$ cat config.mk
export PLATFORM = sky130hd
export DESIGN_NAME = perceptron_trainer
export DESIGN_NICKNAME = d
export VERILOG_FILES = /design/src/rtl/perceptron_trainer.sv
export SDC_FILE = /design/constraint.sdc
export NUM_CORES = 1
export LEC_CHECK = 0
export ABC_AREA = 1
export CELL_PAD_IN_SITES_DETAIL_PLACEMENT = 0
export CELL_PAD_IN_SITES_GLOBAL_PLACEMENT = 1
export CORE_UTILIZATION = 30
export CTS_CLUSTER_DIAMETER = 100
export CTS_CLUSTER_SIZE = 8
export DETAILED_ROUTE_END_ITERATION = 8
export HOLD_SLACK_MARGIN = 0.12
export PLACE_DENSITY = 0.83
export SYNTH_ARGS = -nofsm -noshare
export SYNTH_HDL_FRONTEND = slang
export SYNTH_SLANG_ARGS = --single-unit
$ cat constraint.sdc
create_clock -name fire -period 2.4 [get_ports fire]
set_input_delay 0.24 -clock fire [delete_from_list [all_inputs] [get_ports fire]]
set_output_delay 0.24 -clock fire [all_outputs]
set_load 0.03 [all_outputs]
$ cat src/rtl/perceptron_trainer.sv
// Perceptron trainer: decides whether a resolved branch needs training, then
// reads one weight row, nudges each weight by +/-1 with saturation and writes it back.
module perceptron_trainer #(
    parameter int unsigned ROWS  = 228,
    parameter int unsigned THETA = 27,
    parameter int unsigned WBITS = 9,
    parameter int unsigned NW    = 8
) (
    input  logic                  fire,
    input  logic                  rst_n,
    input  logic                  i_valid_1,
    output logic                  o_ready_1,
    input  logic [7:0]            i_row_8,
    input  logic [NW-2:0]         i_hist_7,
    input  logic [11:0]           i_sum_12,
    input  logic                  i_actual_1,
    output logic                  o_rdEn_1,
    output logic [7:0]            o_rdRow_8,
    input  logic [WBITS*NW-1:0]   i_rdData_72,
    output logic                  o_wrEn_1,
    output logic [7:0]            o_wrRow_8,
    output logic [WBITS*NW-1:0]   o_wrData_72,
    output logic                  o_mispred_1,
    output logic                  o_badRow_1,
    output logic [15:0]           o_trainCnt_16,
    output logic [15:0]           o_mispredCnt_16
);

    localparam int unsigned KW = $clog2(NW);
    localparam logic [WBITS-1:0] WMax = {1'b0, {(WBITS-1){1'b1}}};
    localparam logic [WBITS-1:0] WMin = {1'b1, {(WBITS-1){1'b0}}};

    typedef enum logic [2:0] {StIdle, StRead, StLoad, StUpd, StWrite} state_e;

    state_e                 state_q, state_d;
    logic [7:0]             row_q, row_d;
    logic [NW-2:0]          hist_q, hist_d;
    logic                   actual_q, actual_d;
    logic [KW-1:0]          k_q, k_d;
    logic [WBITS*NW-1:0]    buf_q, buf_d;
    logic                   mispred_q, mispred_d;
    logic                   bad_q, bad_d;
    logic [15:0]            train_cnt_q, train_cnt_d;
    logic [15:0]            mispred_cnt_q, mispred_cnt_d;

    // Prediction check on the incoming request.
    logic signed [12:0] sum_ext;
    logic [12:0]        sum_abs;
    logic               mis, train, row_bad;

    // Per-weight update datapath for the weight selected by k_q.
    int unsigned        base;
    logic [WBITS-1:0]   w_cur, w_new;
    logic [NW-1:0]      x_pos;
    logic               step_up;

    // Request decode and weight update arithmetic.
    always_comb begin
        sum_ext = {i_sum_12[11], i_sum_12};
        // 13-bit magnitude so that -2048 maps to 2048 rather than wrapping.
        sum_abs = i_sum_12[11] ? 13'(-sum_ext) : 13'(sum_ext);
        mis     = (~i_sum_12[11]) ^ i_actual_1;
        train   = mis | (32'(sum_abs) <= THETA);
        row_bad = 32'(i_row_8) >= ROWS;

        base    = 32'(k_q) * WBITS;
        w_cur   = buf_q[base +: WBITS];
        // Bias input is always +1; others follow the history bit.
        x_pos   = {hist_q, 1'b1};
        step_up = (x_pos[k_q] == actual_q);
        if (step_up) begin
            w_new = (w_cur == WMax) ? WMax : w_cur + 1'b1;
        end else begin
            w_new = (w_cur == WMin) ? WMin : w_cur - 1'b1;
        end
    end

    // Next-state logic for the FSM, buffer and counters.
    always_comb begin
        state_d       = state_q;
        row_d         = row_q;
        hist_d        = hist_q;
        actual_d      = actual_q;
        k_d           = k_q;
        buf_d         = buf_q;
        mispred_d     = 1'b0;
        bad_d         = 1'b0;
        train_cnt_d   = train_cnt_q;
        mispred_cnt_d = mispred_cnt_q;

        case (state_q)
            StIdle: begin
                if (i_valid_1) begin
                    row_d     = i_row_8;
                    hist_d    = i_hist_7;
                    actual_d  = i_actual_1;
                    mispred_d = mis;
                    bad_d     = row_bad;
                    if (mis && mispred_cnt_q != 16'hFFFF) begin
                        mispred_cnt_d = mispred_cnt_q + 16'd1;
                    end
                    if (!row_bad && train) begin
                        state_d = StRead;
                    end
                end
            end
            StRead: begin
                state_d = StLoad;
            end
            StLoad: begin
                buf_d   = i_rdData_72;
                k_d     = '0;
                state_d = StUpd;
            end
            StUpd: begin
                buf_d[base +: WBITS] = w_new;
                k_d                  = k_q + 1'b1;
                if (k_q == KW'(NW - 1)) begin
                    state_d = StWrite;
                end
            end
            StWrite: begin
                if (train_cnt_q != 16'hFFFF) begin
                    train_cnt_d = train_cnt_q + 16'd1;
                end
                state_d = StIdle;
            end
            default: begin
                state_d = StIdle;
            end
        endcase
    end

    // State registers with synchronous active-low reset.
    always_ff @(posedge fire) begin
        if (!rst_n) begin
            state_q       <= StIdle;
            row_q         <= '0;
            hist_q        <= '0;
            actual_q      <= 1'b0;
            k_q           <= '0;
            buf_q         <= '0;
            mispred_q     <= 1'b0;
            bad_q         <= 1'b0;
            train_cnt_q   <= '0;
            mispred_cnt_q <= '0;
        end else begin
            state_q       <= state_d;
            row_q         <= row_d;
            hist_q        <= hist_d;
            actual_q      <= actual_d;
            k_q           <= k_d;
            buf_q         <= buf_d;
            mispred_q     <= mispred_d;
            bad_q         <= bad_d;
            train_cnt_q   <= train_cnt_d;
            mispred_cnt_q <= mispred_cnt_d;
        end
    end

    assign o_ready_1       = (state_q == StIdle);
    assign o_rdEn_1        = (state_q == StRead);
    assign o_wrEn_1        = (state_q == StWrite);
    assign o_rdRow_8       = row_q;
    assign o_wrRow_8       = row_q;
    assign o_wrData_72     = buf_q;
    assign o_mispred_1     = mispred_q;
    assign o_badRow_1      = bad_q;
    assign o_trainCnt_16   = train_cnt_q;
    assign o_mispredCnt_16 = mispred_cnt_q;

endmodule

## Word-level counts from Yosys, hierarchy flattened

Cells that the tools add are included.

- Word-level logic and storage cells: 63
- Latch bits: 0
- Memory bits (read-only): 0
- Flip-flop bits (word level): 128
- Input bits: 103
- Memories kept: 0
- RAM bits: 0

- Magnitude comparators: 3
- Multiplexer cells: 13
- Add/subtract/negate cells: 7
- Div/mod/pow operators: 0
- Shift operators: 3
- $mul: 1
- Eq/ne operators: 13
- Bitwise operators: 3
- Reductions and logical operators: 10

Operators by type and width:

| cell | count |
|---|---|
| case mux 72 bit (2 select lines) | 1 |
| bitwise mux 72 bit | 1 |
| variable shift 9 x 34 -> 72 bit (first input constant) | 1 |
| indexed part select 72 x 8 -> 9 bit | 1 |
| indexed part select 9 x 34 -> 72 bit | 1 |
| negation 7 -> 34 bit | 1 |
| adder 16 x 1 -> 16 bit (second input constant) | 2 |
| != test 16 bit (second input constant) | 2 |
| two-way mux 9 bit | 3 |
| <= comparator 13 x 5 -> 1 bit (second input constant) | 1 |
| two-way mux 13 bit | 1 |
| negation 12 -> 13 bit | 1 |
| case mux 3 bit (4 select lines) | 1 |
| adder 9 x 1 -> 9 bit (second input constant) | 1 |
| equality test 9 x 8 -> 1 bit (second input constant) | 1 |
| equality test 9 bit (second input constant) | 1 |
| two-way mux 3 bit | 3 |
| AND reduction 3 bit | 3 |
| subtractor 9 x 1 -> 9 bit (second input constant) | 1 |
| greater-or-equal comparator 8 bit (second input constant) | 1 |
| multiplier 3 x 4 -> 7 bit (second input constant) | 1 |
| equality test 3 x 2 -> 1 bit (second input constant) | 2 |
| equality test 3 bit (second input constant) | 2 |
| case mux 3 bit (2 select lines) | 1 |
| other kinds (16) | 19 |

## Logic depth before layout (Yosys ltp)

- Depth after elaboration: 8
- Depth in mapped cells: 20
- Depth with buffers taken out: 18

## Worst setup path before layout

Ideal clock, no wire load.

- Path type: register to register
- Start point: register k_q[0]
- End point: register buf_q[36], in the netlist o_wrData_72[36]
- Slack: -0.037 ns
- Stages on the path, launching flop included: 15
- Clock period less this slack: 2.437 ns
- Data arrival time: 2.362 ns
- Buffers on the path: 3
- Data required time: 2.326 ns
- Cells stage by stage: dfxtp_1 > buf_6 > inv_4 > buf_6 > buf_2 > ha_1 > inv_1 > nor2_1 > nor2_1 > inv_2 > nor4_4 > nor2_2 > inv_2 > nand3_1 > a31oi_1

- Word-level cells in the longest chain between the ends: 8
- Elaborated cells between the ends (all ways): 17
- Those cells by class: 3 x add/sub; 1 x mul; 3 x eq/ne; 3 x shift; 7 x mux

Ends and longest elaborated chain:

| element | line | text |
|---|---|---|
| start, declared | 39 | `logic [KW-1:0] k_q, k_d;` |
| start signal, assigned | 152 | `k_q <= k_d;` |
| multiplier 3 x 4 -> 7 bit | 66 | `base = 32'(k_q) * WBITS;` |
| indexed part select 72 x 8 -> 9 bit | 67 | `w_cur = buf_q[base +: WBITS];` |
| subtractor 9 x 1 -> 9 bit (tied with other cells) | 74 | `w_new = (w_cur == WMin) ? WMin : w_cur - 1'b1;` |
| two-way mux 9 bit (on tied branches) | 74, 72 |  |
| two-way mux 9 bit | 71 | `if (step_up) begin` |
| indexed part select 9 x 34 -> 72 bit | 116 | `buf_d[base +: WBITS] = w_new;` |
| bitwise mux 72 bit (*) | 116 |  |
| case mux 72 bit (2 select lines) (*) | 91 | `case (state_q)` |
| end signal, assigned | 153 | `buf_q <= buf_d;` |
| end, declared | 40 | `logic [WBITS*NW-1:0] buf_q, buf_d;` |

Mark *: on every way between the ends. The rest lies on a longest branch, timed or not. The select of a mux whose other input is x is not followed.
A chain may end at the register's enable or synchronous reset.

## Final worst setup path

- Start point: register k_q[0]
- End point: register buf_q[18], in the netlist o_wrData_72[18]

Same word-level chain as after synthesis.

==> flow_summary.toml <==
[placed_design]
port_buffers = 227
dp_cells = 1833
gp_congestion = 0.998
hpwl_mm = 25.4
dp_slack_ps = -126

[setup_path]
crit_start = "k_q[0]"
r2r_cells = 14
cp-start-kind = "flop"
critPathKind = "reg -> reg"
required_ps = 2770
cp.arrival_ps = 2750
r2r-start = "k_q[0]"
r2r_end = "o_wrData_72[18]"
reg2reg_slack_ps = 20
crit_fanout = 15
cp-endpoint = "o_wrData_72[18]"
end_kind = "flop"

[run]
drv_cap = 0

[yosys]
synth_area_sq_mm = 0.00786
synth_fp_nets = 1361
postSynthAreaPerCell_sq_um = 6.30
synth_flop_cell = "dfxtp_1"
yosys_warnings = 0
synth_edf_count = 0
synthArstFlopShare_pct = 0
ys_seq_elements = 128
ys_seq_area_share_pct = 32.6
yosysUniqueCellTypes = 41
netlist_instances = 1247

[clock_tree]
cts_buffers = 17
clock_sink_count = 128
htreeDepth = 4
cts_tree = "yes"
insertion_delay_ps = 440
clock_path_buffers = 2
cts.clk_slew.worst_paths_ps = 70
cts.root.buffer_cell = "clkbuf_16"

[sta]
finalCritPeriodShare_pct = 99.1
clock.fmax_mhz = 421
slew_viol_final = 0
rsz0062_at_grt = "true"
clock_skew_ps = 11.5
tightest_slew_ps = 451
finalHoldViolCount = 0
relSlewSlack_pct = 69.9
finalSetupViolCount = 0
fin_ws_ps = 22.1
hold_slack_ps = 388
period_needed_ps = 2380

[outcome]
status = "complete, no violations"

[final_layout]
n_antenna_cell = 0
drive_gt1_share_pct = 17.5
syn_to_final_growth_pct = 53.9
num-nets-final = 1642
fill_cells = 2660
fin_cells = 1871

[global_routing]
grt_use_total_pct = 24.3
grt_antenna_before_repair = 0
grt_pass1_wl_mm = 49.5
grt_max_degree = 57
grt_pass1_vias = 8770
overflow = 0

[detailed_routing]
postRouteAntennaNets = 0
dr_total_vias = 9308
vias_per_cell = 4.97
drt_wl_total_mm = 32.5
drtIter0Drc = 577
first_pass_iters = 7
wire_per_inst_um = 17.4
drcViolationCount = 0

[floorplanning]
initial_core_util_pct = 30.9
ios = 228
core_sq_mm = 0.0255
dieWidth_um = 164
die_area_sq_mm = 0.0269
die_y_um = 164
fp-row-count = 58

[power]
p_sw_mw = 3.92
p_per_area_mw_per_mm2 = 793
swShare_pct = 40.9
total_power_mw = 9.59
p_leak_nw = 4.77
p_seq_share_pct = 26.2
peakVddDrop_uv = 477
pwr-share-clk_pct = 30.5
p_int_mw = 5.67
comb_power_share_pct = 43.3

[hold_path]
hold_path_class = "in -> reg"
## cells by family after synthesis
group / share of synthesized area (%)
flip-flops: 32.6
adder cells (fa/ha/maj): 1.75
XOR/XNOR: 0.557
AO/OA/AOI/OAI: 15.1
buffers and inverters: 13.0
AND/OR/NAND/NOR: 37.0
## cell usage after synthesis, types with 14 or more instances
| cell type | n | area (sq um) |
|---|---|---|
| inv_1 | 148 | 556 |
| nand2_2 | 14 | 87.6 |
| inv_2 | 21 | 78.8 |
| nand4_1 | 21 | 131 |
| a21oi_1 | 104 | 521 |
| clkbuf_1 | 26 | 97.6 |
| a31oi_1 | 20 | 125 |
| nand2_1 | 301 | 1130 |
| nand3_1 | 171 | 856 |
| dfxtp_1 | 128 | 2560 |
| o21ai_0 | 82 | 410 |
| nor2_1 | 75 | 282 |
| nor3_1 | 16 | 80.1 |
| buf_2 | 17 | 85.1 |
## worst min-delay path by stage
stage / depth (start not counted) / slack (ps) / end / start
floorplan: 2 / 400 / o_rdRow_8[0] / i_row_8[0]
detailed placement: 2 / 440 / hist_q[6] / hist_q[6]
finish: 3 / 390 / o_rdRow_8[0] / i_row_8[0]
CTS: 3 / 380 / o_rdRow_8[0] / i_row_8[0]
global route: 3 / 400 / o_rdRow_8[0] / i_row_8[0]
global placement: 2 / 440 / hist_q[6] / hist_q[6]
## final cells by class
type | instances | area, sq um | share of cell area, %
Clock inverter | 15 | 218 | 1.80
Tap cell | 330 | 413 | 3.41
Inverter | 176 | 688 | 5.69
Multi-Input combinational cell | 877 | 4600 | 38.1
Timing Repair Buffer | 328 | 3180 | 26.3
Clock buffer | 17 | 425 | 3.52
Sequential cell | 128 | 2570 | 21.2
## layer usage
metal | global-route usage (%) | part of all wire [%] | wire, um
met1 | 31.9 | 44 | 14400
met3 | 5.78 | 7.9 | 2580
met4 | 8.63 | 3.1 | 999
met2 | 38.4 | 45 | 14500
met5 | 0 | 0 | 0
## through the flow
| step | utilization (%) | cell area (sq um) | TNS, ps |
|---|---|---|---|
| 2_1_floorplan | - | 7870 | 0 |
| 3_3_place_gp | 43.2 | 11000 | -1180 |
| 3_5_place_dp | 43.2 | 11000 | -2110 |
| 4_1_cts | 45.9 | 11700 | -10.1 |
| 5_1_grt | 47.5 | 12100 | -2060 |
| 6_report | 47.5 | 12100 | 0 |
## power groups by stage
stage	Clock, mW	Sequential [mW]	Combinational [mW]
global route	3.07	2.54	4.45
detailed placement	0	2.56	3.77
global placement	0	2.56	3.81
CTS	2.96	2.51	3.81
floorplan	0	2.86	1.76
finish	2.93	2.51	4.15
## sequential cells by signal (all words and copies together), names as in the netlist
name / count
actual_q: 1
hist_q: 7
k_q: 3
o_badRow_1: 1
o_mispredCnt_16: 16
o_mispred_1: 1
o_rdRow_8: 8
o_trainCnt_16: 16
o_wrData_72: 72
state_q: 3
## placed cells by master (no fill, tap or decap), types with 3 or more instances in the layout
cell type / Yosys / routed
dfxtp_1: 128 / 125
nand3_2: 2 / 21
inv_2: 21 / 21
inv_6: 0 / 9
ha_1: 11 / 9
buf_12: 0 / 9
o21ai_0: 82 / 81
clkinv_1: 5 / 4
nor3_1: 16 / 16
clkdlybuf4s50_1: 0 / 226
nor3_2: 6 / 6
nor2_4: 9 / 16
buf_6: 6 / 7
buf_4: 11 / 84
inv_1: 148 / 144
xor2_1: 5 / 5
a21oi_2: 0 / 6
o211ai_1: 4 / 4
clkbuf_16: 0 / 17
a31oi_1: 20 / 20
a21oi_1: 104 / 98
nand3_1: 171 / 150
nand2_2: 14 / 25
bufinv_16: 0 / 4
inv_4: 2 / 4
nand4_1: 21 / 21
nand2_4: 2 / 10
o21ai_1: 6 / 7
nand2_1: 301 / 282
nor2_1: 75 / 61
nor2_2: 7 / 14
nor4_1: 3 / 3
## timing repair
action | in CTS | in global routing
endpoints found under the setup margin | 47 | 73
endpoints found under the hold margin | 0 | 0
hold buffers | 0 | 0
buffers inserted | 0 | 6
resized for setup | 10 | 97
pin swaps | 0 | 30
## critical path: stages (launching register included)
cell,delay (ps)
dfxtp_4,390
buf_12,150
buf_12,140
nand2_1,130
nand3_1,110
nand2_1,80
nand2_1,50
nand2_1,120
nand2_1,120
nor2_4,130
buf_4,120
nand4_1,200
a21oi_2,310
nand2_1,120
a21oi_1,130
Note: power is estimated with default switching activity, not from simulation.
